$ cat src/rtl/mem_arb.sv
// mem_arb: shares one SDRAM burst-read channel between N requesters.
// Requester 0 (display) has fixed top priority; requesters 1..N-1 rotate
// round-robin. Each accepted burst pushes its owner id into a tag FIFO,
// and returned words are steered back to the owner at the FIFO head.
module mem_arb #(
    parameter int AN    = 24,   // address width
    parameter int DN    = 16,   // data width
    parameter int N     = 4,    // requesters, 2..8, index 0 is the display
    parameter int BURST = 8,    // words per burst, power of 2, >= 2
    parameter int DEPTH = 4     // outstanding bursts, power of 2
) (
    input  logic            clkSYS,
    input  logic            n_reset,
    input  logic [N-1:0]    req,
    input  logic [N*AN-1:0] req_addr,
    output logic [N-1:0]    req_ack,
    output logic [N-1:0]    data_valid,
    output logic [DN-1:0]   data,
    output logic            mem_req,
    output logic [AN-1:0]   mem_addr,
    input  logic            mem_ack,
    input  logic [DN-1:0]   mem_data,
    input  logic            mem_valid,
    output logic            err
);

    localparam int GW = $clog2(N);                        // requester id width
    localparam int BW = $clog2(BURST);                    // beat counter width
    localparam int PW = (DEPTH > 1) ? $clog2(DEPTH) : 1;  // FIFO pointer width
    localparam int CW = $clog2(DEPTH + 1);                // FIFO occupancy width

    typedef enum logic {
        ST_IDLE  = 1'b0,
        ST_ISSUE = 1'b1
    } state_e;

    state_e          state_q, state_d;
    logic [GW-1:0]   grant_q, grant_d;
    logic [GW-1:0]   rr_ptr_q, rr_ptr_d;
    logic [AN-1:0]   addr_q, addr_d;

    logic [GW-1:0]   tag_mem [DEPTH];
    logic [PW-1:0]   wr_ptr_q, rd_ptr_q;
    logic [CW-1:0]   count_q;
    logic [BW-1:0]   beat_q;
    logic            err_q;

    logic            fifo_full, fifo_empty;
    logic            push, pop, beat_en, last_beat;
    logic [GW-1:0]   winner, head;

    // Winner for this IDLE cycle: requester 0 outright, otherwise the first
    // active requester at or after ptr among 1..N-1, wrapping past N-1 to 1.
    function automatic logic [GW-1:0] rr_pick(input logic [N-1:0] r,
                                              input logic [GW-1:0] ptr);
        logic found;
        int   idx;
        rr_pick = '0;
        found   = 1'b0;
        if (!r[0]) begin
            for (int k = 0; k < N - 1; k++) begin
                idx = int'(ptr) + k;
                if (idx >= N) idx = idx - (N - 1);
                if (!found && r[idx]) begin
                    found   = 1'b1;
                    rr_pick = GW'(idx);
                end
            end
        end
    endfunction

    assign winner     = rr_pick(req, rr_ptr_q);
    assign fifo_full  = (count_q == CW'(DEPTH));
    assign fifo_empty = (count_q == '0);
    assign head       = tag_mem[rd_ptr_q];

    assign mem_addr   = addr_q;
    assign data       = mem_data;
    assign err        = err_q;

    // Grant FSM: latch a winner in IDLE, present it in ISSUE until accepted.
    always_comb begin
        // NOTE: every output of this block gets a default first, so no path
        // leaves a signal unassigned and no latch is inferred.
        state_d  = state_q;
        grant_d  = grant_q;
        rr_ptr_d = rr_ptr_q;
        addr_d   = addr_q;
        mem_req  = 1'b0;
        req_ack  = '0;
        push     = 1'b0;
        unique case (state_q)
            ST_IDLE: begin
                if ((|req) && !fifo_full) begin
                    grant_d = winner;
                    addr_d  = req_addr[int'(winner)*AN +: AN];
                    state_d = ST_ISSUE;
                end
            end
            ST_ISSUE: begin
                // The grant is held until the controller takes it, even if
                // the requester lets go of req in the meantime.
                mem_req = 1'b1;
                if (mem_ack) begin
                    req_ack = N'(1) << grant_q;
                    push    = 1'b1;
                    if (grant_q != '0) begin
                        rr_ptr_d = (grant_q == GW'(N - 1)) ? GW'(1)
                                                           : grant_q + GW'(1);
                    end
                    state_d = ST_IDLE;
                end
            end
            default: state_d = ST_IDLE;
        endcase
    end

    // Grant FSM state, granted id, burst address and rotation pointer.
    always_ff @(posedge clkSYS or negedge n_reset) begin
        if (!n_reset) begin
            state_q  <= ST_IDLE;
            grant_q  <= '0;
            rr_ptr_q <= GW'(1);
            addr_q   <= '0;
        end else begin
            // NOTE: registers take non-blocking assignments so every flop in
            // the design samples the same pre-edge values.
            state_q  <= state_d;
            grant_q  <= grant_d;
            rr_ptr_q <= rr_ptr_d;
            addr_q   <= addr_d;
        end
    end

    // Return-path steering: words belong to the burst at the FIFO head.
    always_comb begin
        beat_en    = mem_valid && !fifo_empty;
        last_beat  = (beat_q == BW'(BURST - 1));
        pop        = beat_en && last_beat;
        data_valid = beat_en ? (N'(1) << head) : '0;
    end

    // Tag storage: written on each accepted burst.
    always_ff @(posedge clkSYS) begin
        // NOTE: tag storage has no reset; the pointers and occupancy decide
        // which entries are live, so stale contents are never observed.
        if (push) tag_mem[wr_ptr_q] <= grant_q;
    end

    // Tag FIFO pointers and occupancy; push and pop may coincide.
    always_ff @(posedge clkSYS or negedge n_reset) begin
        if (!n_reset) begin
            wr_ptr_q <= '0;
            rd_ptr_q <= '0;
            count_q  <= '0;
        end else begin
            if (push) begin
                wr_ptr_q <= (wr_ptr_q == PW'(DEPTH - 1)) ? '0 : wr_ptr_q + PW'(1);
            end
            if (pop) begin
                rd_ptr_q <= (rd_ptr_q == PW'(DEPTH - 1)) ? '0 : rd_ptr_q + PW'(1);
            end
            if (push && !pop)      count_q <= count_q + CW'(1);
            else if (pop && !push) count_q <= count_q - CW'(1);
        end
    end

    // Beat counter within the head burst and the sticky orphan-data flag.
    always_ff @(posedge clkSYS or negedge n_reset) begin
        if (!n_reset) begin
            beat_q <= '0;
            err_q  <= 1'b0;
        end else begin
            if (beat_en) beat_q <= beat_q + BW'(1);
            if (mem_valid && fifo_empty) err_q <= 1'b1;
        end
    end

endmodule

$ cat config.mk
export PLATFORM = sky130hd
export DESIGN_NAME = mem_arb
export DESIGN_NICKNAME = d
export VERILOG_FILES = /design/src/rtl/mem_arb.sv
export SDC_FILE = /design/constraint.sdc
export NUM_CORES = 1
export LEC_CHECK = 0
export CAP_MARGIN = 10
export CORE_MARGIN = 2
export CORE_UTILIZATION = 39
export DETAILED_ROUTE_END_ITERATION = 12
export PLACE_DENSITY = 0.94
export SLEW_MARGIN = 20
export SYNTH_ARGS = -nofsm -noshare
export SYNTH_HDL_FRONTEND = slang
export SYNTH_SLANG_ARGS = --single-unit
$ cat constraint.sdc
create_clock -name clkSYS -period 3.2 [get_ports clkSYS]
set_input_delay 0.32 -clock clkSYS [delete_from_list [all_inputs] [get_ports clkSYS]]
set_output_delay 0.32 -clock clkSYS [all_outputs]
set_load 0.1 [all_outputs]
# Yosys cells after proc, flatten, opt, wreduce, memory -nomap -nowiden
# Memories as Yosys holds them, arrays and structs flattened.
# Index checks and enable logic that the tools add are counted.
# totals
n_memories,1
register_bits,40
wordCells,96
input_bits,120
mem_bits_rw,8
output_inout_bits,50
# mem_list
memory,words,width,read_ports,rd_clocked_by_memory_dff,wr,line,text
tag_mem,4,2,1,0,1,42,logic [GW-1:0] tag_mem [DEPTH];
# op_classes
n_eq_ne,5
magnitude_cmp,6
reduce_logical,20
n_mux,39
n_mul,1
bitwise,1
n_shift,3
add_sub_neg,11
# op_table
op,n
32-bit 2-to-1 mux,6
"32-bit by 4-bit < comparator with 1-bit output, second input constant",3
96-bit by 8-bit variable part select with 24-bit output,1
1-bit 2-to-1 mux,17
2-bit 2-to-1 mux,7
4-bit 2-to-1 mux,3
1-bit logical AND,8
"1-bit by 2-bit left shift with 4-bit output, first input constant",2
"3-bit by 2-bit subtractor with 4-bit output, second input constant",2
"2-bit by 1-bit adder with 2-bit output, second input constant",3
"3-bit by 1-bit adder with 3-bit output, second input constant",2
1-bit binary-select mux with 2-bit select,3
"2-bit equality test, second input constant",3
"3-bit equality test, second input constant",2
"3-bit >= comparator, second input constant",2
1-bit zero test,6
3-bit 2-to-1 mux,2
"2-bit by 2-bit multiplier with 4-bit output, second input constant",1
2-bit nonzero test,2
4-bit OR reduction,1
"2-bit by 1-bit adder with 3-bit output, second input constant",1
"2-bit by 2-bit adder with 3-bit output, second input constant",1
"2-bit by 3-bit >= comparator with 1-bit output, second input constant",1
3-bit zero test,1
6 further kinds,6

# Depth between registers and ports, before layout
# logic_depth
ltp_word,18
ltp_mapped,10
mapped_depth_nobuf,9

# Worst setup path after synthesis
# Ideal clock, no wire load.
# synth_timing
path_kind,register to output
start,register rd_ptr_q[0]
end,output port data_valid[1]
required_time_ns,2.880
n_path_buf,0
arrival_ns,3.212
path_stages_with_launch,3
setup_slack_ns,-0.332
path_cell_list,dfrtp_1 mux4_2 nor3b_1
# synth_via
elab_chain_len,3
# synth_rtl
item,line,text
from (decl),43,"logic [PW-1:0] wr_ptr_q, rd_ptr_q;"
from (signal assigned),161,rd_ptr_q <= (rd_ptr_q == PW'(DEPTH - 1)) ? '0 : rd_ptr_q + PW'(1);
memory read 4 x 2 bit,n/a,
1-bit by 2-bit left shift with 4-bit output,140,data_valid = beat_en ? (N'(1) << head) : '0;
4-bit 2-to-1 mux,140,
to (decl),17,"output logic [N-1:0] data_valid,"
# Every way passes these cells.

# Worst setup path after layout
# layout_timing
start,register rr_ptr_q[0]
end,"register addr_q[22], in the netlist mem_addr[22]"
# layout_via
elab_chain_len,18
elab_cells_between_ends,37
cone_classes,5 x add/sub; 1 x mul; 3 x order compare; 1 x shift; 23 x mux; 4 x reduce/logical
# layout_rtl
item,line,text
from (decl),39,"logic [GW-1:0] rr_ptr_q, rr_ptr_d;"
from (signal assigned),130,rr_ptr_q <= rr_ptr_d;
branches (longest 14 deep; another with 3-bit by 2-bit subtractor with 4-bit output),n/a,
2-bit 2-to-1 mux *,64,if (!found && r[idx]) begin
2-bit 2-to-1 mux *,60,if (!r[0]) begin
2-bit by 2-bit multiplier with 4-bit output *,96,addr_d = req_addr[int'(winner)*AN +: AN];
96-bit by 8-bit variable part select with 24-bit output *,96,
to (signal assigned),131,addr_q <= addr_d;
to (decl),40,"logic [AN-1:0] addr_q, addr_d;"
# Mark *: on every way between the ends. The select of a mux whose other input is x is not followed.
# A chain may end at the register's enable or synchronous reset.

==> impl_summary.md <==
Setup path
Data on the critical path is required at its endpoint by 3.37 ns. STA puts the critical path data arrival time at 3.18 ns. The most frequent cell on the critical path is mux2i_1. The worst setup path is of the reg2reg kind.

The worst setup path is captured at a flip-flop. On the critical path, the stage with the largest delay is an instance of dfstp_2. The delay of the slowest critical-path stage is 0.60 ns.

Of all nets on the critical path, the largest fanout is 21. Walking the worst path, the cells encountered are inv_1 -> ha_2 -> mux4_2 -> nor2b_1 -> mux2i_1 -> a311oi_4 -> buf_4 -> buf_12 -> mux2i_1 -> o221ai_1. The worst setup path is launched from a flip-flop.

Yosys
The leading area contributor after synthesis is dfrtp_1. The sequential element share of the synthesized area is 41.6%. For this run, the leading register cell type out of synthesis is dfrtp_1. Ranked by instance count, the synthesized netlist is headed by 51 x mux2i_1, 39 x dfrtp_1, 37 x nand2_1. After synthesis, the cell types taking the most area are dfrtp_1 33%, mux2i_1 17%, edfxtp_1 8.0%, o221ai_1 7.0%, ha_1 5.9%. After synthesis, the netlist uses 36 different library cells. The number of flops mapped to enable cells by yosys is 8. In this run the mean area of a mapped cell was 11.0 um2. After synthesis the netlist holds a flip-flop and latch count of 48. The fraction of synthesized area in multiplexers is 22.0%. The most frequent cell after synthesis is mux2i_1. The number of warnings issued by yosys is 0.

Counting every net in the synthesized netlist gives 407. The share of the synthesized area in the top cell type is 32.7%. The adder-cell share of the synthesized area is 6.53%.

The post-synthesis instance total is 272. The synthesized-area fraction occupied by and/or/nand/nor cells is 10.1%. The combinational family with the most area after synthesis is multiplexers. Summing every instance area after synthesis gives 2990 um2.

Summing the areas of all xor and xnor instances in the mapped netlist gives 1.17% of the synthesized area. Summing the areas of all compound-gate instances in the mapped netlist gives 10.3% of the synthesized area. The share of synthesized flip-flops with an asynchronous set or reset is 83.3%.

Final layout
Cells with a size suffix above 1 make up 10.2% of the layout. The register cell area after layout is 1240 um2. In the final design database the tool counted 527 nets. The post-layout instance count excluding filler cells is 492.

The number of antenna diodes is 0. Relative to the synthesized area, the layout overhead comes to 49.5%. The number of fill cells in the layout is 568. In the final layout, the multi-input gates occupy 1520 um2. The post-route core utilization is 60.9%.

Floorplanning
The core region is 7330 um2. The floorplan has 31 rows. The vertical extent of the die is 91.5 um. The area enclosed by the die boundary is 8380 um2.

Measured along the x axis, the die boundary spans 91.5 um. The starting density of the core is 40.8%. The top-level I/O count is 170.

Clock network
The CTS buffer count is 5. The count of H-tree levels built during CTS is 2. The tree built by TritonCTS fans out to 48 sinks. The number of hold buffers added after CTS is 0. TritonCTS built the clock tree. The largest buffer count on any clock path is 2.

After clock tree synthesis, the clock-pin slew on the worst setup and hold paths is 0.10 ns. The root cell of the clock tree is clkbuf_8. At the later pin of the worst-skew pair, clock insertion delay measures 0.31 ns.

Power and ir drop
The share of total power dissipated in the clock network is 8.2%. Across the VDD grid, the largest voltage drop is 0.696 mV. After layout, the design draws a total of 4.74 mW. The proportion of power drawn by flip-flops and latches is 23.5%. The internal power contribution is 2.12 mW.

For this design the ratio of total power to cell area is 1060 nW/um2. The switching part of the total is 55.3%. The leakage power total is 1.87 nW. Summed over all nets, the switching power comes to 2.62 mW. Of the total power, combinational logic draws 68.3%.

Detailed routing
The first-pass iteration count of the detailed router is 4. The routed wire length is 8310 um. For this block, the initial DRC count from the detailed router was 105. The number of design rule violations left after detail routing is 0. The count of nets left with antenna violations once routing finished came out at 0. Across all layers, the routed design uses 2568 vias.

Using the TritonRoute via totals, the vias-per-cell ratio works out to 5.22. The detailed-route wire length per cell is 16.9 um.

STA
Setup total negative slack on the finished layout was measured at 0 ns. The transition time at the pin with the least slew margin is 0.999 ns. The worst pin sits at a relative slew slack of 33.2%. The highest achievable clock rate is 332 MHz. The final critical path time including I/O delays and setup is 3.01 ns.

The portion of the clock cycle consumed by the worst path in the final layout is 94.1%. Setup violations remaining at the end of the flow were counted as 0. The final count of pins violating max slew is 0. The worst setup skew after layout is 0.00724 ns.

The worst slack on hold paths is 0.138 ns. The count of endpoints failing hold in the final timing report is 0.

Job
The number of maximum-capacitance constraint violations is 0.

GRT
The remaining global-route overflow is 0. Global routing used 19.4% of the available tracks across all layers. The pin count of the biggest net entering global routing is 41. The number of global-route vias before repair was 2733. The first global-routing pass estimated 13000 um of wire.

The number of antenna violations at the first check in global routing is 0.

Worst hold path
The min-delay analysis places its worst path in the category in2async.

Placement
The HPWL after detailed placement is 6250 um. The congestion estimate from routability-driven global placement came to 0.868. The number of buffer cells added on primary ports is 137. The number of placed instances, taps included, is 480.

Status
The flow ran to the end, and the final reports show no timing, DRC or antenna violations.
placed cells by master (no fill, tap or decap), types with 2 or more instances in the layout:
cell type	n
a21o_1	2
and3_1	9
buf_12	2
buf_4	14
clkbuf_8	5
clkdlybuf4s50_1	127
dfrtp_1	39
edfxtp_1	8
ha_1	13
inv_1	10
inv_6	2
mux2_2	3
mux2i_1	51
mux4_2	5
nand2_1	37
nand2b_1	3
nor2_1	7
nor2b_1	2
nor3_1	2
o21ai_0	5
o221ai_1	24
xnor2_1	2
xor2_1	2
per-layer routing:
layer | GRT usage, % | share of wire (%) | vias to the layer above
met3 | 4.48 | 5.6 | 15
li1 | - | - | 1214
met4 | 7.83 | 2.0 | 0
met5 | 0 | 0 | -
met1 | 22.7 | 40 | 1229
met2 | 34.1 | 53 | 110
flip-flops by register name (all words and copies together), names as in the netlist:
register  count
err           1
mem_addr     24
beat_q        3
rd_ptr_q      2
wr_ptr_q      2
rr_ptr_q      2
state_q       1
tag_mem       8
count_q       3
grant_q       2
worst max-delay path, delay by kind of cell, from the launching register on:
kind / cells / cell delay [ns]
simple gates: 1 / 0.16
buf+inv: 3 / 0.45
flops: 1 / 0.60
mux: 3 / 0.88
fa+ha+maj: 1 / 0.37
compound gates: 2 / 0.41
metrics by stage:
| step | area, um2 | worst slack, ns |
|---|---|---|
| 2_1_floorplan | 3000 | 0.374 |
| 3_3_place_gp | 4320 | 0.296 |
| 3_5_place_dp | 4320 | 0.164 |
| 4_1_cts | 4420 | 0.119 |
| 5_1_grt | 4470 | -0.00991 |
| 6_report | 4470 | 0.188 |
worst paths after layout:
| kind | endpoint | slack, ns | from | depth (start not counted) |
|---|---|---|---|---|
| worst max-delay path | mem_addr[22]$_DFFE_PN0P_ | 0.19 | rr_ptr_q[0]$_DFFE_PN1P_ | 10 |
| worst min-delay path | wr_ptr_q[1]$_DFFE_PN0P_ | 0.14 | n_reset | 1 |
| worst max register to register | mem_addr[22]$_DFFE_PN0P_ | 0.19 | rr_ptr_q[0]$_DFFE_PN1P_ | 10 |
| worst min register to register | err$_DFFE_PN0P_ | 0.48 | err$_DFFE_PN0P_ | 1 |
| max in group asynchronous | mem_addr[3]$_DFFE_PN0P_ | 2.49 | n_reset | 1 |
| min in group clkSYS | err$_DFFE_PN0P_ | 0.48 | err$_DFFE_PN0P_ | 1 |
power by group through the flow:
stage / combinational (mW) / clock (mW) / sequential (mW)
finish: 3.24 / 0.390 / 1.12
global route: 3.42 / 0.429 / 1.15
CTS: 3.19 / 0.402 / 1.11
detailed placement: 3.19 / 0 / 1.12
global placement: 3.11 / 0 / 1.11
floorplan: 1.38 / 0 / 2.23
area by class of cell:
type                       instances  area share, %
clock buffer                       5           1.54
clock inverter                     3          0.588
inverter                          10          0.841
multi-input combinational        182           34.0
sequential                        48           27.8
tap                               99           2.77
timing repair buffer             145           32.4
cells by family (layout without fill, tap and decap cells):
logic type      count (synthesis)  count (layout)
compound gates                 38              38
xor+xnor                        4               4
fa+ha+maj                      15              15
buf+inv                        42             163
flops                          48              48
mux                            59              59
simple gates                   66              66
what timing repair did:
| item | CTS | global route |
|---|---|---|
| buffers inserted | 0 | 3 |
| endpoints found under the setup margin | 0 | 1 |
| endpoints found under the hold margin | 0 | 0 |
| resized for setup | 0 | 1 |
(Power assumes the default switching activity.)
